**config.mk**
```make
export PLATFORM = sky130hd
export DESIGN_NAME = pcounter_pipe
export DESIGN_NICKNAME = d
export VERILOG_FILES = /design/src/rtl/pcounter_pipe.sv
export SDC_FILE = /design/constraint.sdc
export NUM_CORES = 1
export LEC_CHECK = 0
export CAP_MARGIN = 15
export CORE_MARGIN = 1.5
export CORE_UTILIZATION = 29
export DETAILED_ROUTE_END_ITERATION = 8
export SETUP_SLACK_MARGIN = 0.3
export SLEW_MARGIN = 20
export SYNTH_ARGS = -nofsm -noshare
export SYNTH_HDL_FRONTEND = slang
export SYNTH_SLANG_ARGS = --single-unit
```
**constraint.sdc**
```tcl
create_clock -name clk -period 3.3 [get_ports clk]
set_input_delay 0.66 -clock clk [delete_from_list [all_inputs] [get_ports clk]]
set_output_delay 0.66 -clock clk [all_outputs]
set_load 0.005 [all_outputs]
```
**src/rtl/pcounter_pipe.sv**
```systemverilog
// pcounter_pipe: pipelined stream incrementer/decrementer.
//
// Applies one operation per accepted beat (INC/DEC by a programmable step,
// PASS, CLR) with wrap or saturate. The add/subtract is carry-split into
// STAGES slices, one slice per register stage, so a wide WIDTH still meets
// timing. The channel tag rides alongside the data through every stage.
// All state changes on the falling edge of clk.
//
// Ports:
//   clk, rst                 clock (falling-edge active), sync active-high reset
//   in_valid / in_ready      input handshake
//   in_ch                    channel tag (passed through unchanged)
//   in_data, in_step         operand and step magnitude (step zero-extended)
//   in_op                    00 INC, 01 DEC, 10 PASS, 11 CLR
//   in_sat                   1 = saturate, 0 = wrap
//   out_valid / out_ready    output handshake
//   out_ch, out_data         tag and result
//   out_ovf                  carry (INC) or borrow (DEC) out of the full width
module pcounter_pipe #(
  parameter int WIDTH  = 40,
  parameter int STEP_W = 8,
  parameter int NCH    = 4,
  parameter int STAGES = 2,
  localparam int CH_W  = $clog2(NCH)
) (
  input  logic              clk,
  input  logic              rst,
  input  logic              in_valid,
  output logic              in_ready,
  input  logic [CH_W-1:0]   in_ch,
  input  logic [WIDTH-1:0]  in_data,
  input  logic [STEP_W-1:0] in_step,
  input  logic [1:0]        in_op,
  input  logic              in_sat,
  output logic              out_valid,
  input  logic              out_ready,
  output logic [CH_W-1:0]   out_ch,
  output logic [WIDTH-1:0]  out_data,
  output logic              out_ovf
);

  // Slice width; the last slice may be narrower, and for some WIDTH/STAGES
  // combinations trailing stages get an empty slice and only forward carry.
  localparam int SW = (WIDTH + STAGES - 1) / STAGES;

  // Whole pipeline moves together; a stall freezes every stage.
  logic adv;

  for (genvar gi = 0; gi < STAGES; gi++) begin : g_stage
    localparam int LO = gi * SW;
    localparam int HI = ((gi + 1) * SW > WIDTH) ? WIDTH : (gi + 1) * SW;

    // Inputs to this stage (from ports for stage 0, else previous stage).
    logic [WIDTH-1:0] data_in;
    logic [WIDTH-1:0] step_in;
    logic             dec_in;
    logic             sat_in;
    logic             cy_in;
    logic             vld_in;
    logic [CH_W-1:0]  ch_in;

    logic [WIDTH-1:0] data_d;
    logic             cy_d;
    logic [WIDTH-1:0] res_d;

    logic [WIDTH-1:0] data_q;
    logic             cy_q;
    logic             vld_q;
    logic [CH_W-1:0]  ch_q;

    if (gi == 0) begin : g_src
      // PASS and CLR are folded into an INC of zero, so they can never
      // produce a carry and therefore ignore in_sat naturally.
      assign data_in = (in_op == 2'b11) ? '0 : in_data;
      assign step_in = in_op[1] ? '0 : WIDTH'(in_step);
      assign dec_in  = (in_op == 2'b01);
      assign sat_in  = in_sat;
      assign cy_in   = 1'b0;
      assign vld_in  = in_valid && in_ready;
      assign ch_in   = in_ch;
    end else begin : g_chain
      assign data_in = g_stage[gi-1].data_q;
      assign step_in = g_stage[gi-1].g_fwd.step_q;
      assign dec_in  = g_stage[gi-1].g_fwd.dec_q;
      assign sat_in  = g_stage[gi-1].g_fwd.sat_q;
      assign cy_in   = g_stage[gi-1].cy_q;
      assign vld_in  = g_stage[gi-1].vld_q;
      assign ch_in   = g_stage[gi-1].ch_q;
    end

    if (HI > LO) begin : g_add
      localparam int SL = HI - LO;
      // One extra bit on top catches carry-out, or for subtraction the
      // sign of the difference, which is exactly the borrow-out.
      logic [SL:0] sum;
      always_comb begin
        if (dec_in) begin
          sum = {1'b0, SL'(data_in >> LO)} - {1'b0, SL'(step_in >> LO)}
                - (SL + 1)'(cy_in);
        end else begin
          sum = {1'b0, SL'(data_in >> LO)} + {1'b0, SL'(step_in >> LO)}
                + (SL + 1)'(cy_in);
        end
        data_d        = data_in;
        data_d[HI-1:LO] = sum[SL-1:0];
        cy_d          = sum[SL];
      end
    end else begin : g_empty
      always_comb begin
        data_d = data_in;
        cy_d   = cy_in;
      end
    end

    if (gi == STAGES - 1) begin : g_clamp
      // Saturation needs the final carry/borrow, so it lives in the last stage.
      assign res_d = (sat_in && cy_d) ? (dec_in ? '0 : '1) : data_d;
    end else begin : g_mid
      assign res_d = data_d;
    end

    always_ff @(negedge clk) begin
      if (rst) begin
        vld_q  <= 1'b0;
        data_q <= '0;
        ch_q   <= '0;
        cy_q   <= 1'b0;
      end else if (adv) begin
        vld_q  <= vld_in;
        data_q <= res_d;
        ch_q   <= ch_in;
        cy_q   <= cy_d;
      end
    end

    // Step and op controls are only needed by later slices.
    if (gi < STAGES - 1) begin : g_fwd
      logic [WIDTH-1:0] step_q;
      logic             dec_q;
      logic             sat_q;
      always_ff @(negedge clk) begin
        if (rst) begin
          step_q <= '0;
          dec_q  <= 1'b0;
          sat_q  <= 1'b0;
        end else if (adv) begin
          step_q <= step_in;
          dec_q  <= dec_in;
          sat_q  <= sat_in;
        end
      end
    end
  end

  assign out_valid = g_stage[STAGES-1].vld_q;
  assign out_data  = g_stage[STAGES-1].data_q;
  assign out_ch    = g_stage[STAGES-1].ch_q;
  assign out_ovf   = g_stage[STAGES-1].cy_q;

  assign adv      = !out_valid || out_ready;
  assign in_ready = adv && !rst;

endmodule
```
==> impl_metrics.toml <==
[clocking]
cts_num_sinks = 90
clock_tree.htree_level_count = 3
cts_root_buffer = "sky130_fd_sc_hd__clkbuf_16"
clkLatencyLatePin_ps = 430
clock_tree_from_tritoncts = "yes"
cts_buffer_depth = 2
cts_hold_buffers = 0
cts_buffers = 9
cts.reportedPaths.clkPinSlew_ps = 40

[layout]
area_delta_synth_final_pct = 72.0
postLayoutCoreUtil = 0.513
layout_common_cells = "sky130_fd_sc_hd__buf_4 (118), sky130_fd_sc_hd__inv_1 (107), sky130_fd_sc_hd__nand2_1 (69)"
antenna_cells = 0
fin_nets = 1105
fill_cells = 1802
layout-drive-gt1-share = 0.408
non_filler_cell_area_final_mm2 = 0.00965
final_common_cell = "sky130_fd_sc_hd__buf_4"

[yosys]
synth.distinct_cells = 74
asyncSetResetFlopFracSynth = 0
ys_dominant_reg_cell = "sky130_fd_sc_hd__dfxtp_1"
yosysWarnings = 0
synth_fp_nets = 787
post_synth_instance_area_mm2 = 0.00561
mapped_cells = 701
number_of_flip_flops_and_latches_in_the_synthesized_netlist = 90
synth_enable_flop_cells = 0
seq_area_frac_synth = 0.321
syn_area_per_cell_um2 = 8.01

[power_and_ir_drop]
vdd_ir_drop_max_uv = 221
total_leakage_power_nw = 4.24
power_per_standard_cell_area_mw_per_mm2 = 415

[die]
floorplan.die.height_um = 142
start_util = 0.298
core_mm2 = 0.0188
die_area_mm2 = 0.0202
ios = 102
floorplan.die.width_um = 142
placementRows = 50

[setup_path]
timing.critical_path.fanout_max = 5
arrival_time_worst_endpoint_ps = 3280
critical_path.endpoint_type = "flop"
crit_required_ps = 1950
timing.critical_path.from_type = "input pin"
path_class = "in -> reg"
rr_endpoint = "out_data[20]"
worstReg2RegStart = "g_stage[0].g_fwd.dec_q"
worstSetupStartpoint = "in_op[1]"
r2r_slack_ps = 610
worstRegToRegCells = 6
crit_path_end = "g_stage[0].data_q[9]"

[global_routing]
antenna_violations_before_repair = 0
grt-ovfl-total = 0
global_route_wire_length_before_repair_um = 30500
grt_pass1_vias = 6461
maximum_number_of_pins_on_one_net_before_global_route_repair = 40
globalRouteTotalUtil = 0.188

[placement]
buffer_ports.inserted = 101
detailed_place_hpwl_um = 12800
placed_area_mm2 = 0.00790
finalWeightedCongestion = 0.827

[flow_run]
drv_cap = 0

[sta]
hold_viol = 0
rsz0062_at_grt = "true"
setup_tns_ps = -20980
timing.max_slew.rel_slack = 0.630
timing.final.max_slew_violations = 0
timing_worst_slew_pin_value_ps = 554
setup_viol = 22
clock-skew-final_ps = 34.5
postLayoutSetupSlackWorst_ps = -1340

[routing]
antenna_violating_nets_post_route = 0
detail_route.vias_per_cell = 4.98
post_drt_wl_per_cell_um = 14.8
drt_first_pass_iters = 4
remaining_drc_errors = 0
routed_wl_um = 19000
route.vias.total = 6387
drt_iter0_drcs = 270

[status]
failed_checks = "negative setup slack"
result_of_the_run = "complete, but fails checks"

[worst_hold_path]
hold_path_class = "reg -> reg"
state kept, by name, summed over array words and instances (netlist names):
| signal | count |
|---|---|
| g_stage.data_q | 40 |
| out_data | 40 |
| g_stage.ch_q | 2 |
| out_ch | 2 |
| g_stage.cy_q | 1 |
| g_stage.g_fwd.dec_q | 1 |
| g_stage.g_fwd.sat_q | 1 |
| g_stage.vld_q | 1 |
| out_ovf | 1 |
| out_valid | 1 |
metal layers:
| layer | part of all wire | track usage |
|---|---|---|
| met1 | 0.45 | 0.225 |
| met2 | 0.50 | 0.327 |
| met3 | 0.041 | 0.0441 |
| met4 | 0.013 | 0.0716 |
| met5 | 0 | 0 |
worst max-delay path, stage by stage:
cell and delay, ps:
sky130_fd_sc_hd__buf_6 90, sky130_fd_sc_hd__buf_6 120, sky130_fd_sc_hd__inv_12 50, sky130_fd_sc_hd__nand2_4 50, sky130_fd_sc_hd__ha_4 170, sky130_fd_sc_hd__nor3b_4 150, sky130_fd_sc_hd__o21ai_1 130, sky130_fd_sc_hd__o21ai_1 90
sky130_fd_sc_hd__nand2_1 110, sky130_fd_sc_hd__ha_4 230, sky130_fd_sc_hd__a21o_4 230, sky130_fd_sc_hd__buf_6 110, sky130_fd_sc_hd__buf_6 110, sky130_fd_sc_hd__a31oi_4 160, sky130_fd_sc_hd__a21oi_2 90, sky130_fd_sc_hd__o21ai_1 130
sky130_fd_sc_hd__or3b_4 380, sky130_fd_sc_hd__a32o_1 220
per-stage QoR:
| stage | setup slack, ps | hold WS (ps) | instances | total power, mW |
|---|---|---|---|---|
| 3_3_place_gp | -2070 | 440 | 1128 | 2.49 |
| 4_1_cts | -1280 | 447 | 1273 | 3.93 |
| 2_1_floorplan | -1490 | 432 | 701 | 2.04 |
| 3_5_place_dp | -2120 | 445 | 1128 | 2.50 |
| 6_report | -1340 | 442 | 1283 | 4.01 |
| 5_1_grt | -1460 | 463 | 1283 | 4.31 |
how the worst min path moves through the flow:
stage                              start                    to  slack [ps]  cells after the start
detailed placement    g_stage[0].ch_q[0]    g_stage[0].ch_q[0]         440                      2
floorplan           g_stage[0].data_q[8]  g_stage[0].data_q[8]         430                      2
CTS                          out_data[8]           out_data[8]         450                      2
global route                out_data[14]          out_data[14]         460                      2
global placement    g_stage[0].data_q[8]  g_stage[0].data_q[8]         440                      2
finish                       out_data[8]           out_data[8]         440                      2
logic make-up (layout without fill, tap and decap cells):
kind of cell,after synthesis,count (layout),synth area share
DFF,90,90,0.321
and+or+nand+nor,275,275,0.246
muxes,7,7,0.0125
AOI/OAI and AO/OA,205,205,0.251
adders and majority gates,29,29,0.0660
buffers and inverters,71,393,0.0660
xor gates and xnor gates,24,24,0.0374
power breakdown:
| group | internal [mW] | switching [mW] | total, mW | leakage [nW] |
|---|---|---|---|---|
| sequential | 1.21 | 0.100 | 1.31 | 0.762 |
| clock | 0.661 | 0.769 | 1.43 | 0.617 |
| combinational | 0.703 | 0.562 | 1.27 | 2.86 |
cell usage after synthesis (all sizes together) (5+ instances only):
cell type	count	area share
a2111oi	7	0.013
a21o	9	0.012
a21oi	73	0.065
a22o	21	0.033
and2	23	0.026
buf	14	0.019
clkbuf	34	0.031
dfxtp	90	0.32
ha	28	0.062
inv	21	0.014
mux2i	7	0.012
nand2	81	0.055
nand2b	5	0.0056
nand3	12	0.011
nand4	11	0.012
nor2	63	0.042
nor2b	5	0.0056
nor3	39	0.035
nor4	9	0.015
o211ai	23	0.034
o21ai	27	0.024
or3	5	0.0065
xnor2	17	0.027
xor2	7	0.011
area by class of cell:
class                           count  area (um^2)  area share
Timing Repair Buffer              267         2510       0.260
Tap cell                          260          325      0.0337
Clock buffer                        9          225      0.0233
Multi-Input combinational cell    540         4240       0.439
Sequential cell                    90         1870       0.193
Clock inverter                     96          385      0.0399
Inverter                           21         96.3     0.00998
timing repair:
item	in CTS	in global routing
setup buffers	36	10
endpoints found under the setup margin	135	104
cloned	5	0
resized for setup	364	95
pin swaps	62	60
Note: power is estimated with default switching activity, not from simulation.
